### src/rtl/uart_mmio.sv
// Memory-mapped 8N1 UART: TXD/RXD/CON registers on the data bus, polled status,
// independent transmit and receive state machines sharing one bit period.
module uart_mmio #(
  parameter int unsigned CLKS_PER_BIT = 5208,
  parameter logic [31:0] BASE_ADDR    = 32'h40000018
) (
  input  logic        clk,
  input  logic        reset,
  input  logic        rd,
  input  logic        wr,
  input  logic [31:0] addr,
  input  logic [31:0] wdata,
  output logic [31:0] rdata,
  input  logic        uart_rxd,
  output logic        uart_txd
);

  localparam logic [15:0] BIT_LAST  = 16'(CLKS_PER_BIT - 1);
  localparam logic [15:0] HALF_LAST = 16'(CLKS_PER_BIT / 2 - 1);

  typedef enum logic [1:0] {S_IDLE, S_START, S_DATA, S_STOP} state_t;

  logic sel_txd, sel_rxd, sel_con;
  logic tx_req, rx_clear, con_wr;

  assign sel_txd  = (addr == BASE_ADDR);
  assign sel_rxd  = (addr == BASE_ADDR + 32'd4);
  assign sel_con  = (addr == BASE_ADDR + 32'd8);
  assign tx_req   = wr && sel_txd;
  assign rx_clear = rd && sel_rxd;
  assign con_wr   = wr && sel_con;

  logic unused_wdata;
  assign unused_wdata = ^wdata[31:8];

  state_t      tx_state, tx_state_n;
  logic [15:0] tx_cnt, tx_cnt_n;
  logic [2:0]  tx_idx, tx_idx_n;
  logic [7:0]  tx_shift, tx_shift_n;
  logic        txd_n;
  logic        tx_busy;

  assign tx_busy = (tx_state != S_IDLE);

  always_ff @(posedge clk) begin
    if (reset) begin
      tx_state <= S_IDLE;
      tx_cnt   <= '0;
      tx_idx   <= '0;
      tx_shift <= '0;
      uart_txd <= 1'b1;
    end else begin
      tx_state <= tx_state_n;
      tx_cnt   <= tx_cnt_n;
      tx_idx   <= tx_idx_n;
      tx_shift <= tx_shift_n;
      uart_txd <= txd_n;
    end
  end

  // The shift register always holds the current data bit in [0], so the next
  // bit to drive is [1] at each bit boundary.
  always_comb begin
    tx_state_n = tx_state;
    tx_cnt_n   = tx_cnt;
    tx_idx_n   = tx_idx;
    tx_shift_n = tx_shift;
    txd_n      = uart_txd;
    case (tx_state)
      S_IDLE: begin
        txd_n = 1'b1;
        if (tx_req) begin
          tx_shift_n = wdata[7:0];
          tx_cnt_n   = '0;
          tx_idx_n   = '0;
          txd_n      = 1'b0;
          tx_state_n = S_START;
        end
      end
      S_START: begin
        if (tx_cnt == BIT_LAST) begin
          tx_cnt_n   = '0;
          txd_n      = tx_shift[0];
          tx_state_n = S_DATA;
        end else begin
          tx_cnt_n = tx_cnt + 16'd1;
        end
      end
      S_DATA: begin
        if (tx_cnt == BIT_LAST) begin
          tx_cnt_n = '0;
          if (tx_idx == 3'd7) begin
            txd_n      = 1'b1;
            tx_state_n = S_STOP;
          end else begin
            tx_idx_n   = tx_idx + 3'd1;
            tx_shift_n = {1'b0, tx_shift[7:1]};
            txd_n      = tx_shift[1];
          end
        end else begin
          tx_cnt_n = tx_cnt + 16'd1;
        end
      end
      S_STOP: begin
        if (tx_cnt == BIT_LAST) begin
          tx_cnt_n   = '0;
          tx_state_n = S_IDLE;
        end else begin
          tx_cnt_n = tx_cnt + 16'd1;
        end
      end
      default: tx_state_n = S_IDLE;
    endcase
  end

  logic        rx_meta, rx_s;
  state_t      rx_state, rx_state_n;
  logic [15:0] rx_cnt, rx_cnt_n;
  logic [2:0]  rx_idx, rx_idx_n;
  logic [7:0]  rx_shift, rx_shift_n;
  logic        rx_done;
  logic [7:0]  rx_data;
  logic        rx_valid, overrun, frame_err;
  logic        rx_ok, rx_bad;

  assign rx_ok  = rx_done && rx_s;
  assign rx_bad = rx_done && !rx_s;

  always_ff @(posedge clk) begin
    if (reset) begin
      rx_meta  <= 1'b1;
      rx_s     <= 1'b1;
      rx_state <= S_IDLE;
      rx_cnt   <= '0;
      rx_idx   <= '0;
      rx_shift <= '0;
    end else begin
      rx_meta  <= uart_rxd;
      rx_s     <= rx_meta;
      rx_state <= rx_state_n;
      rx_cnt   <= rx_cnt_n;
      rx_idx   <= rx_idx_n;
      rx_shift <= rx_shift_n;
    end
  end

  // Start bit is re-checked half a bit in; every later sample lands a whole
  // bit period after the previous one.
  always_comb begin
    rx_state_n = rx_state;
    rx_cnt_n   = rx_cnt;
    rx_idx_n   = rx_idx;
    rx_shift_n = rx_shift;
    rx_done    = 1'b0;
    case (rx_state)
      S_IDLE: begin
        if (!rx_s) begin
          rx_cnt_n   = '0;
          rx_state_n = S_START;
        end
      end
      S_START: begin
        if (rx_cnt == HALF_LAST) begin
          rx_cnt_n   = '0;
          rx_idx_n   = '0;
          rx_state_n = rx_s ? S_IDLE : S_DATA;
        end else begin
          rx_cnt_n = rx_cnt + 16'd1;
        end
      end
      S_DATA: begin
        if (rx_cnt == BIT_LAST) begin
          rx_cnt_n   = '0;
          rx_shift_n = {rx_s, rx_shift[7:1]};
          if (rx_idx == 3'd7) begin
            rx_state_n = S_STOP;
          end else begin
            rx_idx_n = rx_idx + 3'd1;
          end
        end else begin
          rx_cnt_n = rx_cnt + 16'd1;
        end
      end
      S_STOP: begin
        if (rx_cnt == BIT_LAST) begin
          rx_cnt_n   = '0;
          rx_done    = 1'b1;
          rx_state_n = S_IDLE;
        end else begin
          rx_cnt_n = rx_cnt + 16'd1;
        end
      end
      default: rx_state_n = S_IDLE;
    endcase
  end

  // A completing byte always beats a same-edge software clear of any flag.
  always_ff @(posedge clk) begin
    if (reset) begin
      rx_data   <= '0;
      rx_valid  <= 1'b0;
      overrun   <= 1'b0;
      frame_err <= 1'b0;
    end else begin
      if (rx_ok) begin
        rx_data  <= rx_shift;
        rx_valid <= 1'b1;
      end else if (rx_clear) begin
        rx_valid <= 1'b0;
      end
      if (rx_ok && rx_valid && !rx_clear) begin
        overrun <= 1'b1;
      end else if (con_wr && wdata[4]) begin
        overrun <= 1'b0;
      end
      if (rx_bad) begin
        frame_err <= 1'b1;
      end else if (con_wr && wdata[5]) begin
        frame_err <= 1'b0;
      end
    end
  end

  always_comb begin
    rdata = '0;
    if (rd) begin
      if (sel_rxd) begin
        rdata = {24'b0, rx_data};
      end else if (sel_con) begin
        rdata = {26'b0, frame_err, overrun, tx_busy, rx_valid, 2'b00};
      end
    end
  end

endmodule
### config.mk
export PLATFORM = sky130hd
export DESIGN_NAME = uart_mmio
export DESIGN_NICKNAME = d
export VERILOG_FILES = /design/src/rtl/uart_mmio.sv
export SDC_FILE = /design/constraint.sdc
export NUM_CORES = 1
export LEC_CHECK = 0
export BUFFER_PORTS_ARGS = -buffer_cell sky130_fd_sc_hd__buf_2
export CORE_ASPECT_RATIO = 0.9
export CORE_MARGIN = 4
export CORE_UTILIZATION = 38
export CTS_BUF_LIST = sky130_fd_sc_hd__clkbuf_2 sky130_fd_sc_hd__clkbuf_4 sky130_fd_sc_hd__clkbuf_8
export CTS_CLUSTER_DIAMETER = 60
export DETAILED_ROUTE_END_ITERATION = 7
export PLACE_DENSITY_LB_ADDON = 0.1
export SYNTH_ARGS = -nofsm -noshare
export SYNTH_HDL_FRONTEND = slang
export SYNTH_SLANG_ARGS = --single-unit
### constraint.sdc
create_clock -name clk -period 3.85 [get_ports clk]
set_input_delay 0.385 -clock clk [delete_from_list [all_inputs] [get_ports clk]]
set_output_delay 0.385 -clock clk [all_outputs]
set_load 0.01 [all_outputs]
==> key figures <==
Yosys
  • Main combinational cell family by area after synthesis: simple AND/OR/NAND/NOR gates
  • Synthesized area: 3900 µm²
  • EDFF count, synth: 0
  • Synth cell types: 62
  • Sequential area share after synthesis: 0.370
  • Synth Area in Simple Gates: 0.254
  • Synth Area in Compound Gates: 0.160
  • Asr flop ratio synth: 0
  • Syn Area/Cell: 8.49 µm²
  • Syn. warnings: 0
  • Yosys reg bits: 72
  • Ys flop type: dfxtp_1
  • Synth Area in Adders: 0.0353
  • Synth Instances: 459
  • Synth Area in XOR/XNOR: 0.0337
  • Multiplexer share of the synthesized area: 0.0690

CTS
  • CTS sink count: 72
  • CTS tree: yes
  • CTS max path bufs: 2
  • H-tree levels: 3
  • CTS buffer count: 9
  • Post-CTS Setup Bufs: 0
  • Clk_lat worst skew: 0.35 ns
  • Hold-fix buffers at CTS: 0
  • Clock root buffer: clkbuf_8
  • Clock-pin slew on the worst setup and hold paths: 0.08 ns
  • Post-CTS resize count: 0

Detailed routing
  • Iteration-0 DRC Markers: 112
  • Number of iterations in the first detailed-routing pass: 4
  • Vias/cell: 5.16
  • DRC viols: 0
  • Total number of vias: 3295
  • Antenna-violating nets left: 0
  • WL final: 8410 µm
  • Per-cell routed wire length: 13.2 µm

Power and ir drop
  • Pleak: 1.70 nW
  • Pwr/cell area: 396 nW/µm²
  • Worst IR Drop VDD: 0.000212 V

STA
  • Final Slew Violations: 0
  • Achievable Freq: 381 MHz
  • Fin. Hold Viols: 0
  • Layout Skew: 0.00922 ns
  • Unrepaired setup endpoints after global routing: no
  • Tcrit/Tclk final: 0.681
  • Post-layout minimum cycle time: 2.62 ns
  • Final worst slack: 1.23 ns
  • Max-Slew Margin vs Limit: 0.419
  • Slew at the pin with the worst max-slew slack: 0.871 ns
  • Setup TNS: 0 ns
  • Final setup fails: 0

Layout
  • Area occupied by registers: 1440 µm²
  • Share of cells above drive strength 1: 0.188
  • NumNets Final: 587
  • FILL cells: 987
  • Synthesis-to-finish area growth: 13.5%
  • Most frequent cells in the layout: dfxtp_1, nor2_1, buf_2
  • Commonest non-fill, non-tap cell in the layout: dfxtp_1
  • Antenna Cells: 0
  • Area of the multi-input gates: 2240 µm²

Worst setup path
  • CP Buf/Inv Count: 2
  • CP max stage cell: nor3_1
  • Startpoint types: primary input
  • Critical Path End Type: output port
  • Delay-heaviest family, CP: simple AND/OR/NAND/NOR gates
  • Critical R2R Launch: tx_cnt[0]
  • CP cell instances: buf_2 -> nor4b_1 -> nand3_1 -> nor3_1 -> nand2_1 -> o21ai_0 -> and2_1 -> buf_2
  • Slowest stage delay, CP: 0.62 ns
  • Critical path arrival: 2.24 ns
  • Data required, critical path: 3.46 ns
  • Most used cell, CP: buf_2
  • Reg2reg path depth: 7
  • Reg-to-reg endpoint: tx_idx[0]
  • Crit-path max FO: 9
  • Flop2flop setup slack: 1.45 ns
  • CP Class: primary input to output port

Placed design
  • Placement Setup Slack: 1.10 ns
  • Post-DP HPWL: 6170 µm
  • Port Buffers: 53
  • Gpl congestion: 0.769

Global routing
  • Largest net degree at the start of global routing: 32
  • Grt met2 use: 0.231
  • Vias in the first global route: 3207
  • First-pass GRT wire length: 14700 µm
  • Busiest grt layer: met2
  • Initial antenna violation count: 0
  • Global route overflow: 0
  • GRT Util Overall: 0.148
  • M1 GR Usage: 0.197
  • M3 GR Usage: 0.0494

Floorplan
  • # rows: 34
  • Starting Density: 0.396
  • Core area: 9830 µm²
  • Top-level port count: 102
  • Horiz. Die Dim: 115 µm
  • Die height: 104 µm
  • Die area: 11900 µm²

Hold path
  • HP Class: primary input to register
  • Cell count of the worst hold path: 2
  • Worst Hold End: rx_meta
  • Hold_sp: uart_rxd

Outcome
  • Status: complete, no violations

Run
  • Maxcap violations: 0
-- metal layers --
layer / part of all wire / routed length [µm]
met2: 0.47 / 3940
met5: 0 / 0
met3: 0.045 / 377
met1: 0.48 / 4050
met4: 0.0063 / 53
-- final cells by class --
class | instances | area share
sequential | 72 | 0.326
inverter | 10 | 0.00849
multi-input combinational | 356 | 0.507
tap | 126 | 0.0357
clock buffer | 9 | 0.0280
clock inverter | 7 | 0.0269
timing repair buffer | 58 | 0.0685
-- per-stage QoR --
step,utilization,instances,instance area [µm²],power [mW],hold slack (ns)
after floorplan,-,482,3980,0.992,0.389
after CTS,0.450,638,4420,1.79,0.187
after global placement,0.425,622,4180,1.04,0.397
final,0.450,638,4420,1.75,0.213
after detailed placement,0.425,622,4180,1.05,0.394
after global routing,0.450,638,4420,1.85,0.198
-- registers in the layout (all words and copies together) (netlist names), named ones only --
signal / count
tx_shift: 8
tx_state: 2
rx_cnt: 16
rx_meta: 1
tx_cnt: 16
rx_idx: 3
rx_valid: 1
rx_s: 1
tx_idx: 3
uart_txd: 1
rx_data: 8
overrun: 1
rx_state: 1
frame_err: 1
rx_shift: 8
-- power breakdown --
part / switching, mW / internal (mW) / leakage (nW)
clock: 0.296 / 0.431 / 0.116
combinational: 0.145 / 0.0930 / 1.01
sequential: 0.0183 / 0.770 / 0.581
-- worst reg2reg max path: stages (launching register included) --
cell and delay, ns:
dfxtp_1 0.39, ha_1 0.25, nor4bb_1 0.29, nand4_1 0.26, nor3b_1 0.38, o21ai_1 0.12, or3b_2 0.49, a21oi_1 0.15
-- synthesized netlist by cell type, types with 3 or more instances --
| cell type | count | share of area |
|---|---|---|
| a2111oi_2 | 3 | 0.012 |
| a211oi_1 | 10 | 0.019 |
| a21oi_1 | 24 | 0.031 |
| a22o_1 | 4 | 0.0090 |
| a22oi_1 | 3 | 0.0058 |
| a31oi_1 | 9 | 0.014 |
| a41oi_1 | 3 | 0.0067 |
| and2_1 | 3 | 0.0048 |
| and3_1 | 12 | 0.019 |
| buf_4 | 24 | 0.046 |
| clkbuf_1 | 17 | 0.016 |
| dfxtp_1 | 72 | 0.37 |
| ha_1 | 11 | 0.035 |
| inv_1 | 10 | 0.0096 |
| mux2_2 | 7 | 0.020 |
| mux2i_1 | 19 | 0.049 |
| nand2_1 | 49 | 0.047 |
| nand2b_1 | 3 | 0.0048 |
| nand3_1 | 21 | 0.027 |
| nand4_1 | 6 | 0.0096 |
| nor2_1 | 57 | 0.055 |
| nor2b_1 | 5 | 0.0080 |
| nor3_1 | 7 | 0.0090 |
| nor4_1 | 4 | 0.0064 |
| nor4b_1 | 4 | 0.0090 |
| nor4bb_1 | 3 | 0.0077 |
| o21ai_0 | 11 | 0.014 |
| or3_1 | 4 | 0.0064 |
| xnor2_1 | 13 | 0.029 |
-- worst max-delay path by stage --
stage	slack (ns)	endpoint	from	depth (start not counted)
global placement	1.12	tx_cnt[10]	addr[5]	7
detailed placement	1.10	tx_cnt[10]	addr[5]	7
floorplan	1.57	tx_cnt[9]	addr[1]	7
global route	1.00	rdata[2]	addr[5]	7
finish	1.23	rdata[3]	addr[5]	8
CTS	1.25	rdata[3]	addr[1]	8
-- kinds of logic after synthesis --
kind of cell             Yosys count
adder cells (fa/ha/maj)           11
buffers and inverters             54
flip-flops                        72
other                              1
AO/OA/AOI/OAI                     86
XOR/XNOR                          15
multiplexers                      26
AND/OR/NAND/NOR                  194
(Power assumes the default switching activity.)
